==> src/rtl/alu_rr_scheduler.sv <==
`default_nettype none
// ============================================================================
//  Module      : alu_rr_scheduler
//  Description : Round-robin scheduler sharing one combinational ALU among
//                NUM_REQ requesters. Registers the winner's opcode/operands
//                toward the ALU, captures result/flags one cycle later and
//                returns them on a valid/ready response channel tagged with
//                the requester ID.
//                Optional feature macro: ALU_SCHED_BACK2BACK_EN
//                (arbitrate on the response handshake cycle, skipping IDLE).
//  Revision    : 1.0 - initial release
// ============================================================================
module alu_rr_scheduler #(
    parameter int NUM_REQ = 4,
    parameter int WIDTH   = 64,
    parameter int IDW     = 2
) (
    input  logic                   clk,
    input  logic                   rst,
    input  logic [NUM_REQ-1:0]     req_valid,
    output logic [NUM_REQ-1:0]     req_ready,
    input  logic [NUM_REQ*4-1:0]   req_opcode,
    input  logic [NUM_REQ*WIDTH-1:0] req_a,
    input  logic [NUM_REQ*WIDTH-1:0] req_b,
    input  logic [NUM_REQ*5-1:0]   req_shift,
    output logic [3:0]             alu_opcode,
    output logic [WIDTH-1:0]       alu_input1,
    output logic [WIDTH-1:0]       alu_input2,
    output logic [4:0]             alu_shift,
    input  logic [WIDTH-1:0]       alu_result,
    input  logic [3:0]             alu_flags,
    output logic                   rsp_valid,
    input  logic                   rsp_ready,
    output logic [IDW-1:0]         rsp_id,
    output logic [WIDTH-1:0]       rsp_result,
    output logic [3:0]             rsp_flags,
    output logic                   rsp_err
);

    localparam logic [1:0] c_ST_IDLE  = 2'd0;
    localparam logic [1:0] c_ST_ISSUE = 2'd1;
    localparam logic [1:0] c_ST_RESP  = 2'd2;

    logic [1:0]       r_state;
    logic [IDW-1:0]   r_ptr;
    logic [IDW-1:0]   r_gnt;
    logic [3:0]       r_alu_opcode;
    logic [WIDTH-1:0] r_alu_input1;
    logic [WIDTH-1:0] r_alu_input2;
    logic [4:0]       r_alu_shift;
    logic             r_rsp_valid;
    logic [IDW-1:0]   r_rsp_id;
    logic [WIDTH-1:0] r_rsp_result;
    logic [3:0]       r_rsp_flags;
    logic             r_rsp_err;

    logic             w_arb;
    logic [IDW-1:0]   w_base;
    logic [IDW-1:0]   w_cand;
    logic [IDW-1:0]   w_gnt;
    logic             w_any;
    logic [3:0]       w_sel_op;
    logic [WIDTH-1:0] w_sel_a;
    logic [WIDTH-1:0] w_sel_b;
    logic [4:0]       w_sel_shift;

`ifdef ALU_SCHED_BACK2BACK_EN
    // Arbitration window: IDLE, or the response handshake cycle (search restarts after the finished grant)
    assign w_arb  = (r_state == c_ST_IDLE) || ((r_state == c_ST_RESP) && rsp_ready);
    assign w_base = (r_state == c_ST_RESP) ? r_gnt : r_ptr;
`else
    assign w_arb  = (r_state == c_ST_IDLE);
    assign w_base = r_ptr;
`endif

    // Round-robin search from base+1; descending loop so the nearest valid requester wins last
    always_comb begin
        w_any  = 1'b0;
        w_gnt  = '0;
        w_cand = '0;
        for (int i = NUM_REQ; i >= 1; i--) begin
            w_cand = IDW'((int'(w_base) + i) % NUM_REQ);
            if (req_valid[w_cand]) begin
                w_any = 1'b1;
                w_gnt = w_cand;
            end
        end
    end

    // Operand mux for the current grant, constant-index slices only
    always_comb begin
        w_sel_op    = '0;
        w_sel_a     = '0;
        w_sel_b     = '0;
        w_sel_shift = '0;
        for (int i = 0; i < NUM_REQ; i++) begin
            if (w_gnt == IDW'(i)) begin
                w_sel_op    = req_opcode[i*4 +: 4];
                w_sel_a     = req_a[i*WIDTH +: WIDTH];
                w_sel_b     = req_b[i*WIDTH +: WIDTH];
                w_sel_shift = req_shift[i*5 +: 5];
            end
        end
    end

    // One-hot accept pulse, only in the arbitration window and never while in reset
    always_comb begin
        req_ready = '0;
        if (!rst && w_arb && w_any) begin
            req_ready[w_gnt] = 1'b1;
        end
    end

    // Scheduler FSM: accept -> issue to ALU -> hold response until consumed
    always_ff @(posedge clk) begin
        if (rst) begin
            r_state      <= c_ST_IDLE;
            r_ptr        <= IDW'(NUM_REQ - 1);
            r_gnt        <= '0;
            r_alu_opcode <= '0;
            r_alu_input1 <= '0;
            r_alu_input2 <= '0;
            r_alu_shift  <= '0;
            r_rsp_valid  <= 1'b0;
            r_rsp_id     <= '0;
            r_rsp_result <= '0;
            r_rsp_flags  <= '0;
            r_rsp_err    <= 1'b0;
        end else begin
            case (r_state)
                c_ST_IDLE: begin
                    if (w_any) begin
                        r_gnt        <= w_gnt;
                        r_alu_opcode <= w_sel_op;
                        r_alu_input1 <= w_sel_a;
                        r_alu_input2 <= w_sel_b;
                        r_alu_shift  <= w_sel_shift;
                        r_state      <= c_ST_ISSUE;
                    end
                end
                c_ST_ISSUE: begin
                    r_rsp_result <= alu_result;
                    r_rsp_flags  <= alu_flags;
                    r_rsp_id     <= r_gnt;
                    r_rsp_err    <= (r_alu_opcode > 4'd9);
                    r_rsp_valid  <= 1'b1;
                    r_state      <= c_ST_RESP;
                end
                c_ST_RESP: begin
                    if (rsp_ready) begin
                        r_ptr       <= r_gnt;
                        r_rsp_valid <= 1'b0;
                        r_state     <= c_ST_IDLE;
`ifdef ALU_SCHED_BACK2BACK_EN
                        if (w_any) begin
                            r_gnt        <= w_gnt;
                            r_alu_opcode <= w_sel_op;
                            r_alu_input1 <= w_sel_a;
                            r_alu_input2 <= w_sel_b;
                            r_alu_shift  <= w_sel_shift;
                            r_state      <= c_ST_ISSUE;
                        end
`endif
                    end
                end
                default: begin
                    r_state <= c_ST_IDLE;
                end
            endcase
        end
    end

    assign alu_opcode = r_alu_opcode;
    assign alu_input1 = r_alu_input1;
    assign alu_input2 = r_alu_input2;
    assign alu_shift  = r_alu_shift;
    assign rsp_valid  = r_rsp_valid;
    assign rsp_id     = r_rsp_id;
    assign rsp_result = r_rsp_result;
    assign rsp_flags  = r_rsp_flags;
    assign rsp_err    = r_rsp_err;

endmodule
`default_nettype wire

==> config.mk <==
export PLATFORM = sky130hd
export DESIGN_NAME = alu_rr_scheduler
export DESIGN_NICKNAME = d
export VERILOG_FILES = /design/src/rtl/alu_rr_scheduler.sv
export SDC_FILE = /design/constraint.sdc
export NUM_CORES = 1
export LEC_CHECK = 0
export ABC_CLOCK_PERIOD_IN_PS = 2400
export BUFFER_PORTS_ARGS = -buffer_cell sky130_fd_sc_hd__buf_2
export CORE_AREA = 2 2 329 331
export DETAILED_ROUTE_END_ITERATION = 12
export DIE_AREA = 0 0 331 333
export SKIP_CTS_REPAIR_TIMING = 1
export SYNTH_ARGS = -nofsm -noshare
export SYNTH_HDL_FRONTEND = slang
export SYNTH_SLANG_ARGS = --single-unit
==> constraint.sdc <==
create_clock -name clk -period 2.4 [get_ports clk]
set_clock_uncertainty 0.1 [all_clocks]
set_input_delay 0.48 -clock clk [delete_from_list [all_inputs] [get_ports clk]]
set_output_delay 0.48 -clock clk [all_outputs]
set_load 0.005 [all_outputs]
After elaboration in Yosys (flattened, before gate mapping)
Index checks and enable logic that the tools add are counted.
W data, S select, Z words.
{ "totals": {"ff_bits": 215, "word_cells": 81, "input_bits": 623, "output_inout_bits": 213} }
{ "op_classes": {"n_reduce_logical": 11, "magnitude_cmp": 7, "n_mux": 40, "eq_ne": 7, "add_sub_neg": 4} }
{ "ops": {"columns": ["op", "n"], "rows": [
  ["$mux W64", 8],
  ["$mux W4", 5],
  ["$mux W5", 4],
  ["$lt A2 B3 Y1 const B", 5],
  ["$mux W2", 6],
  ["$mux W1", 10],
  ["$bmux W1 S2", 4],
  ["$reduce_and A2 Y1", 4],
  ["$eq A2 B2 Y1 const B", 3],
  ["$pmux W2 S3", 1],
  ["$add A2 B1 Y2 const B", 2],
  ["$add A2 B2 Y2 const B", 2],
  ["$eq A2 B1 Y1 const B", 2],
  ["$gt A4 B4 Y1 const B", 1],
  ["$logic_not A2 Y1", 2],
  ["$logic_and A1 B1 Y1", 3],
  ["$demux W1 S2", 1],
  ["$ge A2 B1 Y1 const B", 1],
  ["$ne A2 B1 Y1 const B", 1],
  ["$ne A2 B2 Y1 const B", 1],
  ["$pmux W1 S2", 1],
  ["$reduce_bool A2 Y1", 1],
  ["$logic_not A1 Y1", 1]
]} }

Longest topological paths before layout
{ "depth": {"word_depth": 12, "mapped_depth": 7, "depth_no_buf": 4} }

Least setup slack after synthesis
No wires, ideal clock.
{ "synth_path": {"path_type": "input -> output", "startpoint": "in rst", "endpoint": "out req_ready[0]", "arrival_ns": 1.745, "n_path_buf": 3, "t_required_ns": 1.820, "stages": 6, "slack_ns": 0.075, "path_cell_list": "buf_2 > and3b_4 > or4b_1 > buf_4 > buf_2 > nor2_1"} }
{ "synth_between": {"elab_chain_len": 4} }
{ "synth_rtl": {"columns": ["element", "line", "text"], "rows": [
  ["start, declared", "19", "input logic rst,"],
  ["$logic_not A1 Y1", "109", "if (!rst && w_arb && w_any) begin"],
  ["$logic_and A1 B1 Y1 (2 in series)", "109", null],
  ["$mux W4", "109", null],
  ["end, declared", "21", "output logic [NUM_REQ-1:0] req_ready,"]
]} }
No other way between the ends.

Final worst setup path
{ "layout_path": {"startpoint": "reg r_state[0]", "endpoint": "out req_ready[2]"} }
{ "layout_between": {"elab_chain_len": 4} }
{ "layout_rtl": {"columns": ["element", "line", "text"], "rows": [
  ["start, declared", "44", "logic [1:0] r_state;"],
  ["start signal, assigned", "117", "r_state <= c_ST_IDLE;"],
  ["start signal, assigned", "138", "r_state <= c_ST_ISSUE;"],
  ["start signal, assigned", "147", "r_state <= c_ST_RESP;"],
  ["$logic_not A2 Y1", "72", "assign w_arb = (r_state == c_ST_IDLE);"],
  ["$logic_and A1 B1 Y1 (2 in series)", "109", null],
  ["$mux W4", "109", null]
]} }
No other way between the ends.

==> impl_summary.md <==
Floorplan
For this configuration, the core starts out at a cell density of 10.62%. The number of placement rows is 120. The die outline height is 333 um.

The die span in x is 331 um. Pin placement for this block handled 836 I/O pins. The placeable core area is 106600 um^2. The die covers 110200 um^2.

Timing
Setup repair after global routing could not meet its margin everywhere. The number of max-slew violations in the final report is 0. Setup violations remaining at the end of the flow were counted as 4.

The transition time of the tightest slew-check pin is 930.2 ps. The time the final worst path needs with I/O delays and setup is 2906 ps. The tightest hold path in the finished design has a slack of roughly 25 ps.

The relative slew slack is 37.98%. The worst path uses 121.1% of the clock period. The final hold violation count is 0. Across all setup checks in the final design, the least slack found is -505.9 ps. The fmax is 0.3441 GHz.

Detailed routing
Detailed routing inserted a total of 12800 vias. Summed over all layers, the routed wires come to 73580 um. The number of iterations in the first detailed-routing pass is 5. After detailed routing, the average wire length per cell comes to about 21 um. Once detail routing completed, the nets flagged for antenna violations numbered 0.

The number of remaining DRC errors is 0. The via density per instance is 3.668. The detailed router finished its first iteration with 507 violations.

Hold path
The startpoint of the lowest-slack hold path is alu_result[47]. The worst hold path terminates at rsp_result[47]. Along the worst hold path, the cell count comes to 3. The worst hold path belongs to the class in -> reg.

Power and ir drop
The total power per unit cell area is 643.6 nW/um^2. Of the total power, the clock network draws 37.9%. The relative contribution of sequential cells to total power is 34.1%.

The peak supply drop is 0.5646 mV. The analysis attributes to net switching a power of 3.956 mW. The proportion of power drawn by combinational gates is around 28%.

The internal power of the cells totals 8.533 mW. The switching power as a share of total power is 31.68%. In this run the static leakage power is 8.577 nW.

Job
The number of max-cap violations is 0.

Setup path
The critical path goes through nor2_4 -> and3b_4 -> or4b_4 -> buf_6 -> nor2_4 -> buf_2. The worst reg-to-reg path cell count is 8. The cell seen most often among critical-path stages is sky130_fd_sc_hd__nor2_4.

The destination of the worst register-to-register timing path is alu_input1[45]. The element type at the critical path end is an output pin. In this run the worst path has a maximum fanout of 3.

For this run, the slowest stage of the critical path takes 530 ps. The flop-to-flop setup slack is about 70 ps. The class of the most critical setup path is reg -> out. The startpoint of the lowest-slack register-to-register path is r_state[0]. At the worst endpoint, the arrival time is around 2300 ps.

The data required time at the worst endpoint is 1820 ps. The slowest stage of the critical path is the sky130_fd_sc_hd__or4b_4 cell. STA classifies the critical path startpoint as a flip-flop.

Clock tree
The CTS clock-pin slew for the worst setup and hold paths is ~70 ps. The clock reaches the later pin of the worst-skew pair after approximately 630 ps. In this run, CTS created clock tree buffers numbering 29. TritonCTS built the clock tree.

The maximum buffer depth of the clock tree is 3. The clock sink total is 215. The CTS root buffer is sky130_fd_sc_hd__clkbuf_16. In this run the number of H-tree levels came out at 1.

Placement
The wire-length estimate of the detail-placed layout is 62660 um. The last weighted congestion value of the routability-driven placer is 0.8837. The area after detailed placement is 17770 um^2. Input and output buffers added on the ports amount to 835.

Final layout
Of the cells placed in the final design, the portion with a size suffix greater than 1 is between 50% and 60%. The area of all placed cells without fillers is 19400 um^2. The library cell used most frequently in the layout, excluding fill and tap cells, is sky130_fd_sc_hd__buf_2. Relative to the synthesized area, the layout overhead comes to 71.45%.

In the final design database the tool counted 2673 nets. The number of inserted filler cells in the final layout is approximately 12000. In the layout the commonest cells are 833 x sky130_fd_sc_hd__buf_2, 278 x sky130_fd_sc_hd__nand2_1, 274 x sky130_fd_sc_hd__mux2i_1.

Global routing
Summed over all layers, the global routing overflow is 0. The via count of the first global-routing pass is 12560. The total track usage is between 10% and 20%.

The global-route wire length before repair is 96460 um. Entering global routing, the biggest net connects 79 pins. The number of antenna violations at the first check in global routing is 58.

Outcome
The flow ran to the end, but the final reports show violations. The checks that failed: negative setup slack.

Synth
The net count after synthesis is 1741. After synthesis, the mean cell area works out to 10.12 um^2. After synthesis the netlist holds a flip-flop and latch count of 215. The post-synth design cell area is 11320 um^2. The register area share after synthesis is 38.03%.

Synthesis handed over a netlist of 1118 instances. The number of warning messages in the yosys log is 0. In this run, distinct cell masters in the synthesized netlist total 32.
==> through the flow <==
| step | std cells | total power, mW | setup TNS (ps) | utilization (%) | setup slack [ps] |
|---|---|---|---|---|---|
| 6_report | 3490 | 12.49 | -1534 | 18.20 | -505.9 |
| 5_1_grt | 3482 | 13.12 | -2105 | 18.18 | -659.4 |
| 4_1_cts | 3423 | 12.62 | -2776 | 17.62 | -1062 |
| 3_5_place_dp | 3371 | 7.792 | -19700 | 16.67 | -464.6 |
| 3_3_place_gp | 3371 | 7.746 | -18780 | 16.67 | -456.2 |
| 2_1_floorplan | 1118 | 5.907 | 0 | - | 75.30 |
==> flip-flops by register name, indices dropped and copies added, names as in the netlist <==
| register | flops |
|---|---|
| alu_input1 | 64 |
| alu_input2 | 64 |
| rsp_result | 64 |
| alu_shift | 5 |
| alu_opcode | 4 |
| rsp_flags | 4 |
| r_gnt | 2 |
| r_ptr | 2 |
| r_state | 2 |
| rsp_id | 2 |
| rsp_err | 1 |
| rsp_valid | 1 |
==> power groups by stage <==
stage	Combinational, mW	Sequential [mW]	Clock [mW]
floorplan	1.57	4.33	0
global placement	3.42	4.32	0
detailed placement	3.47	4.33	0
CTS	3.47	4.26	4.89
global route	3.80	4.31	5.01
finish	3.49	4.26	4.73
==> kinds of logic (layout without fill, tap and decap cells) <==
family / after synthesis / count (layout) / share of synthesized area (%)
AND/OR/NAND/NOR: 306 / 306 / 10.74
multiplexers: 277 / 277 / 24.50
AO/OA/AOI/OAI: 218 / 218 / 20.43
flip-flops: 215 / 215 / 38.03
buffers and inverters: 102 / 1055 / 6.302
other: 0 / 16 / 0
==> synth_stat cells, drive strengths merged <==
library cell | number | area [um^2]
a21oi | 74 | 370.4
buf | 55 | 506.7
nor2 | 10 | 37.54
a311oi | 1 | 8.760
a211oi | 1 | 7.510
or4b | 1 | 10.01
a311o | 1 | 10.01
mux2i | 277 | 2773
o21ai | 1 | 5.000
a21boi | 1 | 7.510
or2b | 3 | 22.52
dfxtp | 215 | 4304
nand2b | 4 | 25.02
nand2 | 278 | 1044
or4 | 1 | 11.26
nand3b | 1 | 7.510
and2 | 1 | 6.260
or3b | 1 | 8.760
o221ai | 137 | 1888
nor3 | 2 | 10.01
or2 | 1 | 6.260
and3b | 1 | 12.51
nor2b | 1 | 6.260
o31ai | 1 | 7.510
nor3b | 1 | 7.510
clkbuf | 47 | 206.5
o211ai | 1 | 7.510
==> per-layer routing <==
layer  routed length (um)  GRT usage, %
met4                 2456         3.422
met5                   90             0
met2                35860         22.06
met1                29390         14.31
met3                 5781         3.966
==> worst max-delay path, delay by kind of cell, from the launching register on <==
| family | cells | cell delay, ps |
|---|---|---|
| flip-flops | 1 | 340 |
| buffers and inverters | 2 | 300 |
| AND/OR/NAND/NOR | 4 | 1050 |
==> layout make-up <==
type / instances / area (um^2) / share of cell area [%]
multi-input cells: 801 / 6414 / 33.05
repair buffers: 1003 / 5864 / 30.22
flip-flops and latches: 215 / 4310 / 22.21
well taps: 1403 / 1755 / 9.047
clock buffers: 39 / 823.3 / 4.243
clock inverters: 13 / 196.4 / 1.012
diodes: 16 / 40.04 / 0.2063
==> worst max-delay path by stage <==
stage,from,endpoint,slack (ps),cells past startpoint
after floorplan,rst,req_ready[0],80,6
after detailed placement,req_valid[1],req_ready[2],-460,7
after CTS,r_state[1],req_ready[2],-1060,6
final,r_state[0],req_ready[2],-510,6
after global routing,r_state[0],req_ready[2],-660,6
after global placement,req_valid[1],req_ready[2],-460,7
Power figures use the tool's default switching activity.
